## config.mk

```make
export PLATFORM = sky130hd
export DESIGN_NAME = i2cs
export DESIGN_NICKNAME = d
export VERILOG_FILES = /design/src/rtl/i2cs.sv
export SDC_FILE = /design/constraint.sdc
export NUM_CORES = 1
export LEC_CHECK = 0
export ABC_CLOCK_PERIOD_IN_PS = 2900
export BUFFER_PORTS_ARGS = -buffer_cell sky130_fd_sc_hd__buf_2
export CORE_MARGIN = 2
export CORE_UTILIZATION = 37
export CTS_CLUSTER_SIZE = 14
export DETAILED_ROUTE_END_ITERATION = 6
export GPL_TIMING_DRIVEN = 0
export PLACE_DENSITY_LB_ADDON = 0.3
export SYNTH_ARGS = -nofsm -noshare
export SYNTH_HDL_FRONTEND = slang
export SYNTH_SLANG_ARGS = --single-unit
```

## constraint.sdc

```tcl
create_clock -name clk -period 2.9 [get_ports clk]
set_input_delay 0.29 -clock clk [delete_from_list [all_inputs] [get_ports clk]]
set_output_delay 0.29 -clock clk [all_outputs]
set_load 0.1 [all_outputs]
```

## src/rtl/i2cs.sv

```systemverilog
// I2C target with a fixed 7-bit address and a byte-addressed register port.
// SCL/SDA are oversampled on clk through a synchronizer and a glitch filter.
module i2cs #(
  parameter logic [6:0]  SLAVE_ADDR = 7'h50,
  parameter int unsigned FILT_LEN   = 3
) (
  input  logic       clk,
  input  logic       rst_n,
  input  logic       i2c_scl_i,
  input  logic       i2c_sda_i,
  output logic       i2c_sda_o,
  output logic       i2c_sda_oe,
  output logic       reg_wr,
  output logic       reg_rd,
  output logic [7:0] reg_addr,
  output logic [7:0] reg_wdata,
  input  logic [7:0] reg_rdata,
  output logic       busy
);

  localparam int unsigned CW = 4;
  localparam int unsigned BW = 4;
  localparam logic [CW-1:0] FILT_MAX = CW'(FILT_LEN - 1);

  typedef enum logic [2:0] {IDLE, ADDR, ADDR_ACK, WR_BYTE, WR_ACK, RD_BYTE, RD_ACK} state_t;

  state_t          state_q, state_d;
  logic [1:0]      sync1, sync2, filt, filt_d;
  logic [CW-1:0]   fcnt [2];
  logic [7:0]      shift_q, shift_d, ptr_q, ptr_d, reg_addr_d, reg_wdata_d;
  logic [BW-1:0]   bit_cnt_q, bit_cnt_d;
  logic            rw_q, rw_d, first_q, first_d, ack_q, ack_d, drv_q, drv_d;
  logic            inc_q, inc_d, rd_pend_q;
  logic            sda_oe_d, busy_d, reg_wr_d, reg_rd_d;
  logic            scl_rise_c, scl_fall_c, start_c, stop_c, sda_c, addr_match_c;

  assign i2c_sda_o = 1'b0;

  // 2-FF synchronizer plus run-length filter; bit 1 is SCL, bit 0 is SDA
  always_ff @(posedge clk or negedge rst_n) begin
    if (!rst_n) begin
      sync1  <= '1;
      sync2  <= '1;
      filt   <= '1;
      filt_d <= '1;
      for (int i = 0; i < 2; i++) fcnt[i] <= '0;
    end else begin
      sync1  <= {i2c_scl_i, i2c_sda_i};
      sync2  <= sync1;
      filt_d <= filt;
      for (int i = 0; i < 2; i++) begin
        if (sync2[i] == filt[i]) begin
          fcnt[i] <= '0;
        end else if (fcnt[i] == FILT_MAX) begin
          filt[i] <= sync2[i];
          fcnt[i] <= '0;
        end else begin
          fcnt[i] <= fcnt[i] + CW'(1);
        end
      end
    end
  end

  assign sda_c        = filt[0];
  assign scl_rise_c   = filt[1] & ~filt_d[1];
  assign scl_fall_c   = ~filt[1] & filt_d[1];
  assign start_c      = filt[1] & filt_d[1] & filt_d[0] & ~filt[0];
  assign stop_c       = filt[1] & filt_d[1] & ~filt_d[0] & filt[0];
  assign addr_match_c = (shift_q[7:1] == SLAVE_ADDR) && (shift_q[7:1] != 7'h00);

  always_ff @(posedge clk or negedge rst_n) begin
    if (!rst_n) state_q <= IDLE;
    else        state_q <= state_d;
  end

  always_comb begin
    state_d = state_q;
    if (stop_c) begin
      state_d = IDLE;
    end else if (start_c) begin
      state_d = ADDR;
    end else if (scl_fall_c) begin
      unique case (state_q)
        ADDR:     if (bit_cnt_q == BW'(8)) state_d = addr_match_c ? ADDR_ACK : IDLE;
        ADDR_ACK: state_d = rw_q ? RD_BYTE : WR_BYTE;
        WR_BYTE:  if (bit_cnt_q == BW'(8)) state_d = WR_ACK;
        WR_ACK:   state_d = WR_BYTE;
        RD_BYTE:  if (bit_cnt_q == BW'(7)) state_d = RD_ACK;
        RD_ACK:   state_d = ack_q ? IDLE : RD_BYTE;
        default:  state_d = state_q;
      endcase
    end
  end

  // Datapath and registered-output next values
  always_comb begin
    shift_d     = shift_q;
    bit_cnt_d   = bit_cnt_q;
    rw_d        = rw_q;
    first_d     = first_q;
    ack_d       = ack_q;
    drv_d       = drv_q;
    inc_d       = 1'b0;
    ptr_d       = inc_q ? ptr_q + 8'd1 : ptr_q;
    sda_oe_d    = i2c_sda_oe;
    busy_d      = busy;
    reg_wr_d    = 1'b0;
    reg_rd_d    = 1'b0;
    reg_addr_d  = reg_addr;
    reg_wdata_d = reg_wdata;
    if (stop_c) begin
      sda_oe_d = 1'b0;
      busy_d   = 1'b0;
      drv_d    = 1'b0;
    end else if (start_c) begin
      bit_cnt_d = '0;
      sda_oe_d  = 1'b0;
      busy_d    = 1'b0;
      drv_d     = 1'b0;
    end else begin
      unique case (state_q)
        ADDR, WR_BYTE: begin
          if (scl_rise_c) begin
            shift_d   = {shift_q[6:0], sda_c};
            bit_cnt_d = bit_cnt_q + BW'(1);
          end else if (scl_fall_c && bit_cnt_q == BW'(8)) begin
            if (state_q == ADDR) begin
              rw_d = shift_q[0];
              if (addr_match_c) begin
                sda_oe_d = 1'b1;
                busy_d   = 1'b1;
              end
            end else begin
              sda_oe_d = 1'b1;
              if (first_q) begin
                ptr_d   = shift_q;
                first_d = 1'b0;
              end else begin
                reg_wr_d    = 1'b1;
                reg_addr_d  = ptr_q;
                reg_wdata_d = shift_q;
                inc_d       = 1'b1;
              end
            end
          end
        end
        ADDR_ACK: begin
          if (scl_fall_c) begin
            sda_oe_d  = 1'b0;
            bit_cnt_d = '0;
            if (rw_q) begin
              reg_rd_d   = 1'b1;
              reg_addr_d = ptr_q;
              drv_d      = 1'b0;
            end else begin
              first_d = 1'b1;
            end
          end
        end
        WR_ACK: begin
          if (scl_fall_c) begin
            sda_oe_d  = 1'b0;
            bit_cnt_d = '0;
          end
        end
        RD_BYTE: begin
          if (scl_fall_c) begin
            shift_d   = {shift_q[6:0], 1'b0};
            bit_cnt_d = bit_cnt_q + BW'(1);
            if (bit_cnt_q == BW'(7)) begin
              sda_oe_d = 1'b0;
              drv_d    = 1'b0;
            end else begin
              sda_oe_d = ~shift_q[6];
            end
          end else if (rd_pend_q) begin
            shift_d = reg_rdata;
            ptr_d   = ptr_q + 8'd1;
            drv_d   = 1'b1;
          end else if (drv_q) begin
            sda_oe_d = ~shift_q[7];
          end
        end
        RD_ACK: begin
          if (scl_rise_c) begin
            ack_d = sda_c;
          end else if (scl_fall_c) begin
            if (!ack_q) begin
              reg_rd_d   = 1'b1;
              reg_addr_d = ptr_q;
              bit_cnt_d  = '0;
            end else begin
              busy_d = 1'b0;
            end
          end
        end
        default: ;
      endcase
    end
  end

  always_ff @(posedge clk or negedge rst_n) begin
    if (!rst_n) begin
      shift_q    <= '0;
      bit_cnt_q  <= '0;
      rw_q       <= 1'b0;
      first_q    <= 1'b0;
      ack_q      <= 1'b1;
      drv_q      <= 1'b0;
      inc_q      <= 1'b0;
      rd_pend_q  <= 1'b0;
      ptr_q      <= '0;
      i2c_sda_oe <= 1'b0;
      busy       <= 1'b0;
      reg_wr     <= 1'b0;
      reg_rd     <= 1'b0;
      reg_addr   <= '0;
      reg_wdata  <= '0;
    end else begin
      shift_q    <= shift_d;
      bit_cnt_q  <= bit_cnt_d;
      rw_q       <= rw_d;
      first_q    <= first_d;
      ack_q      <= ack_d;
      drv_q      <= drv_d;
      inc_q      <= inc_d;
      rd_pend_q  <= reg_rd;
      ptr_q      <= ptr_d;
      i2c_sda_oe <= sda_oe_d;
      busy       <= busy_d;
      reg_wr     <= reg_wr_d;
      reg_rd     <= reg_rd_d;
      reg_addr   <= reg_addr_d;
      reg_wdata  <= reg_wdata_d;
    end
  end

endmodule

```

# Word-level counts from Yosys, hierarchy flattened

Cells that the tools add are included.

Reductions and logical operators: 27
Div/mod/pow operators: 0
Magnitude comparators: 0
$mul: 0
Equality and inequality tests: 49
Shifts and indexed selects: 0
Muxes and demuxes: 96
Add/sub/neg operators: 4
Bitwise logic cells: 20

Operators by type and width:

| operator            | number |
|---|---|
| $mux 8              | 21 |
| $ne 4x4->1 const B  | 12 |
| $mux 1              | 45 |
| $mux 4              | 11 |
| $pmux 8 s2          | 2 |
| $ne 5x5->1 const B  | 5 |
| $mux 3              | 8 |
| $pmux 8 s3          | 1 |
| $reduce_and 8->1    | 3 |
| $ne 2x2->1 const B  | 11 |
| $ne 3x3->1 const B  | 6 |
| $pmux 3 s6          | 1 |
| $pmux 4 s4          | 1 |
| $reduce_and 5->1    | 3 |
| $reduce_and 7->1    | 2 |
| $not 1->1           | 13 |
| $add 4x1->4 const B | 3 |
| $reduce_and 12->1   | 1 |
| $reduce_bool 5->1   | 2 |
| $eq 3x3->1 const B  | 3 |
| $add 8x1->8 const B | 1 |
| $eq 4x2->1 const B  | 2 |
| $pmux 1 s2          | 4 |
| $reduce_bool 4->1   | 2 |
| other kinds (20)    | 33 |

Memory bits (writable): 0
Word-level logic and storage cells: 218
Input port bits: 12
Bits in read-only memories: 0
Register bits after elaboration: 64
Memories kept: 0
Output and inout port bits: 21
Latch bits: 0

# Depth between registers and ports, before layout

Depth after elaboration: 9
Gate-level depth with buffers: 8
Mapped depth without buffers: 7

# Worst setup path before layout

Ideal clock, no wire load.

Path type: register -> register
From: register filt_d[1]
To: register reg_addr[0]
Stages on the path, launching flop included: 8
Arrival time: 1897 ps
Path buffers: 2
Setup time: 126 ps
Path slack: 877 ps
Period minus slack after synthesis: 2023 ps
Data required time: 2774 ps
Cell sequence: dfstp_2 buf_6 and2b_4 clkbuf_8 a21oi_4 a2111oi_4 o2111ai_4 mux2_2

Word-level cells in the longest chain between the ends: 5
Elaborated cells between the ends (all ways): 17
Those cells by class: eq/ne: 5; bitwise: 10; reduce/logical: 2

RTL lines:

| what                                        | RTL line | source |
|---|---|---|
| from (decl)                                 | 28       | `logic [1:0] sync1, sync2, filt, filt_d;` |
| from (signal assigned)                      | 50       | `filt_d <= filt;` |
| $and 1x1->1                                 | 67, 68   |  |
| $and 1x1->1 (on tied branches) (2 in a row) | 68, 67   |  |
| $not 1->1 (no line)                         | -        |  |
| $reduce_and 12->1 (no line) (*)             | -        |  |
| to (signal assigned)                        | 233      | `reg_addr <= reg_addr_d;` |
| to (decl)                                   | 15       | `output logic [7:0] reg_addr,` |

Every way passes the cells marked *; elsewhere a longest branch is shown, timed or not.
A chain may end at the register's enable or synchronous reset.

# Worst setup path after layout

From: register filt[0]
To: register shift_q[7]

Word-level cells in the longest chain between the ends: 4
Elaborated cells between the ends (all ways): 6
Those cells by class: bitwise: 5; reduce/logical: 1

RTL lines:

| what                              | RTL line | source |
|---|---|---|
| from (decl)                       | 28       |  |
| from (signal, indexed assignment) | 55       | `filt[i] <= sync2[i];` |
| $not 1->1                         | 67       | `assign start_c = filt[1] & filt_d[1] & filt_d[0] & ~filt[0];` |
| $and 1x1->1                       | 67       |  |
| $not 1->1 (no line)               | -        |  |
| $reduce_and 5->1 (no line) (*)    | -        |  |
| to (signal assigned)              | 220      | `shift_q <= shift_d;` |
| to (decl)                         | 30       | `logic [7:0] shift_q, shift_d, ptr_q, ptr_d, reg_addr_d, reg_wdata_d;` |

Marked as above.

==> results_dict.tcl <==
set metrics [dict create \
    status "complete, no violations" \
    setup_slack_ns 0.569 \
    synth_edf_count 0 \
    ant_nets 0 \
    maxCapViolCount 0 \
    ctsResizeCount 0 \
    cts_htree_levels 3 \
    dp_cells 472 \
    cp-startpoint "filt[0]" \
    r2r_end "shift_q[7]" \
    path_buf_inv 2 \
    grt_pass1_vias 2660 \
    synth_top_area_cell "dfrtp_1" \
    place_worst_setup_slack_ns 0.600 \
    placementRows 35 \
    die_h_um 101 \
    clock.fmax_ghz 0.429 \
    cts_hold_buf 0 \
    placed_area_mm2 0.00380 \
    die_area_mm2 0.0103 \
    io_buffers 31 \
    insertedDiodeCount 0 \
    fin_util_pct 44.0 \
    wirelength_um 7660 \
    reg2reg_slack_ns 0.57 \
    slowest_delay_ns 0.73 \
    wl_per_cell_um 15.7 \
    viasPerCell 5.43 \
    yosysSeqAreaShare_pct 46.1 \
    grt_overflow 0 \
    antenna_found_initial 0 \
    stdcell_count 488 \
    crit_required_ns 3.17 \
    path_clk_slew_ns 0.07 \
    final_max_slew_viol_count 0 \
    timing_hold_violations_final 0 \
    syn-num-nets 349 \
    synthToLayoutAreaGrowth_pct 15.6 \
    cts_tree "built" \
    powerDensity_mw_per_mm2 792 \
    r2r_cells 7 \
    setup_viol 0 \
    worstMarginPinSlew_ns 0.799 \
    critPathMostFrequentCell "nor2_1" \
    post_cts_buffers 0 \
    crit_end "shift_q[7]" \
    relSlewSlack_pct 46.5 \
    seq_area_mm2 0.00161 \
    ios 33 \
    multi_input_area_mm2 0.00174 \
    start_util_pct 38.1 \
    slowest_stage "nor4_2" \
    gp_congestion 0.916 \
    dp_hpwl_um 5450 \
    grt_pass1_wl_um 13100 \
    r2r_start "filt[0]" \
    crit_type "flop to flop" \
    grt.total_usage_pct 16.4 \
    vias 2651 \
    drc_errors 0 \
    synth.avg_cell_area_um2 10.6 \
    grt_max_degree 65 \
    coreArea_mm2 0.00920 \
    die_w_um 101 \
    min_period_ns 2.33 \
    post-route-cell-area_mm2 0.00405 \
    n_fill_cell 868 \
    finalClockSkew_ns 0.0170 \
    arrival_ns 2.60 \
    synth_warnings 0 \
    post-route-period-util_pct 80.4 \
    ys_types 67 \
    synth.top_cell.area_share_pct 39.3 \
    vdd_ir_drop_max_mv 0.579 \
    setup_tns_ns 0 \
    first_iter_violations 164 \
    worstSetupEndpointType "flop" \
    clockBufferDepth 2 \
    synth-main-ff-cell "dfrtp_1" \
    synth_most_common_cell "dfrtp_1" \
    final_layout_size_suffix_gt1_share_pct 27.6 \
    yosys-top-cells-count "dfrtp_1 (55), nor2_1 (36), mux2_2 (20)" \
    synth_seq_cells 64 \
    crit_path_start_kind "flop" \
    cts_buffers 9 \
    cts_sinks 64 \
    netlist_top_cells_area "dfrtp_1 (39%), dfstp_2 (6.8%), mux2_2 (6.4%), nor2_1 (3.9%), mux2i_1 (3.4%)" \
    clock_latency_ns 0.35 \
    path_depth 7 \
    crit_family "simple AND/OR/NAND/NOR gates" \
    worstPathMaxFanout 10 \
    cts_root_buffer "clkbuf_8" \
    leakage_nw 1.79 \
    rsz0062_at_grt "no" \
    async_reset_ff_share_pct 100 \
    final_nets 391 \
    syn_area_mm2 0.00350 \
    holdCritPathClass "input pin to asynchronous set/reset pin" \
    synthCells 330 \
    dr.pass1.iters 4 \
    power_mw 3.21 \
    crit_chain "buf_2 -> xnor2_1 -> nor2_1 -> nor4_2 -> buf_4 -> nor2_1 -> a21oi_1" \
    whs_ns 0.0259 \
]
final cells by class:
cell class                 count  share of cell area (%)
buffer                        17                    2.69
clock buffer                  10                    3.40
clock inverter                 6                    2.81
inverter                      10                   0.927
multi-input combinational    239                    43.0
sequential                    64                    39.8
tap                          111                    3.43
timing repair buffer          31                    3.89
how the worst min path moves through the flow:
| stage | start | to | slack (ns) | cells past startpoint |
|---|---|---|---|---|
| 6_report | rst_n | fcnt[6] | 0.03 | 1 |
| 5_1_grt | i2c_scl_i | sync1[1] | 0.02 | 1 |
| 3_5_place_dp | sync1[0] | sync2[0] | 0.35 | 0 |
| 2_1_floorplan | rst_n | bit_cnt_q[0] | -0.006 | 0 |
| 4_1_cts | i2c_sda_i | sync1[0] | 0.02 | 1 |
| 3_3_place_gp | sync1[0] | sync2[0] | 0.35 | 0 |
where the power goes:
group	switching (mW)	internal (mW)
combinational	0.609	0.406
clock	0.361	0.597
sequential	0.171	1.06
total	1.14	2.07
cell families after synthesis:
family,Yosys count,synth area share [%]
xor gates and xnor gates,20,5.00
and+or+nand+nor,113,17.2
buffers and inverters,27,4.18
other,1,0.107
adders and majority gates,7,2.50
muxes,32,9.86
AOI/OAI and AO/OA,66,15.1
DFF,64,46.1
flip-flops by register name, summed over array words and instances (netlist names):
name,flops
inc_q,1
drv_q,1
sync1,2
busy,1
reg_rd,1
shift_q,8
ack_q,1
fcnt,8
rd_pend_q,1
first_q,1
reg_wdata,8
ptr_q,8
bit_cnt_q,4
reg_addr,8
i2c_sda_oe,1
filt,2
filt_d,2
sync2,2
state_q,3
rw_q,1
worst reg2reg max path: cells and delay by family (launching register included):
kind,cells,cell delay [ns]
simple gates,3,0.98
flops,1,0.53
buf+inv,2,0.49
xor+xnor,1,0.16
compound gates,1,0.11
layer usage:
layer	global-route usage [%]	part of all wire [%]
met2	24.3	45
met4	7.90	2.8
met1	22.5	48
met3	4.00	4.8
met5	0	0
layout by cell type (no fill, tap or decap), drive strengths merged, types with 4 or more instances in the layout:
cell type  count
nand2         18
buf           40
a21oi         16
mux2i         12
ha             7
o22ai          8
nor3           7
nand2b         6
nor2          38
clkbuf        18
mux2          20
nand3         16
nor2b          5
inv           11
xor2          11
o21ai          4
a22oi          6
dfstp          9
xnor2          9
dfrtp         55
Power figures use the tool's default switching activity.
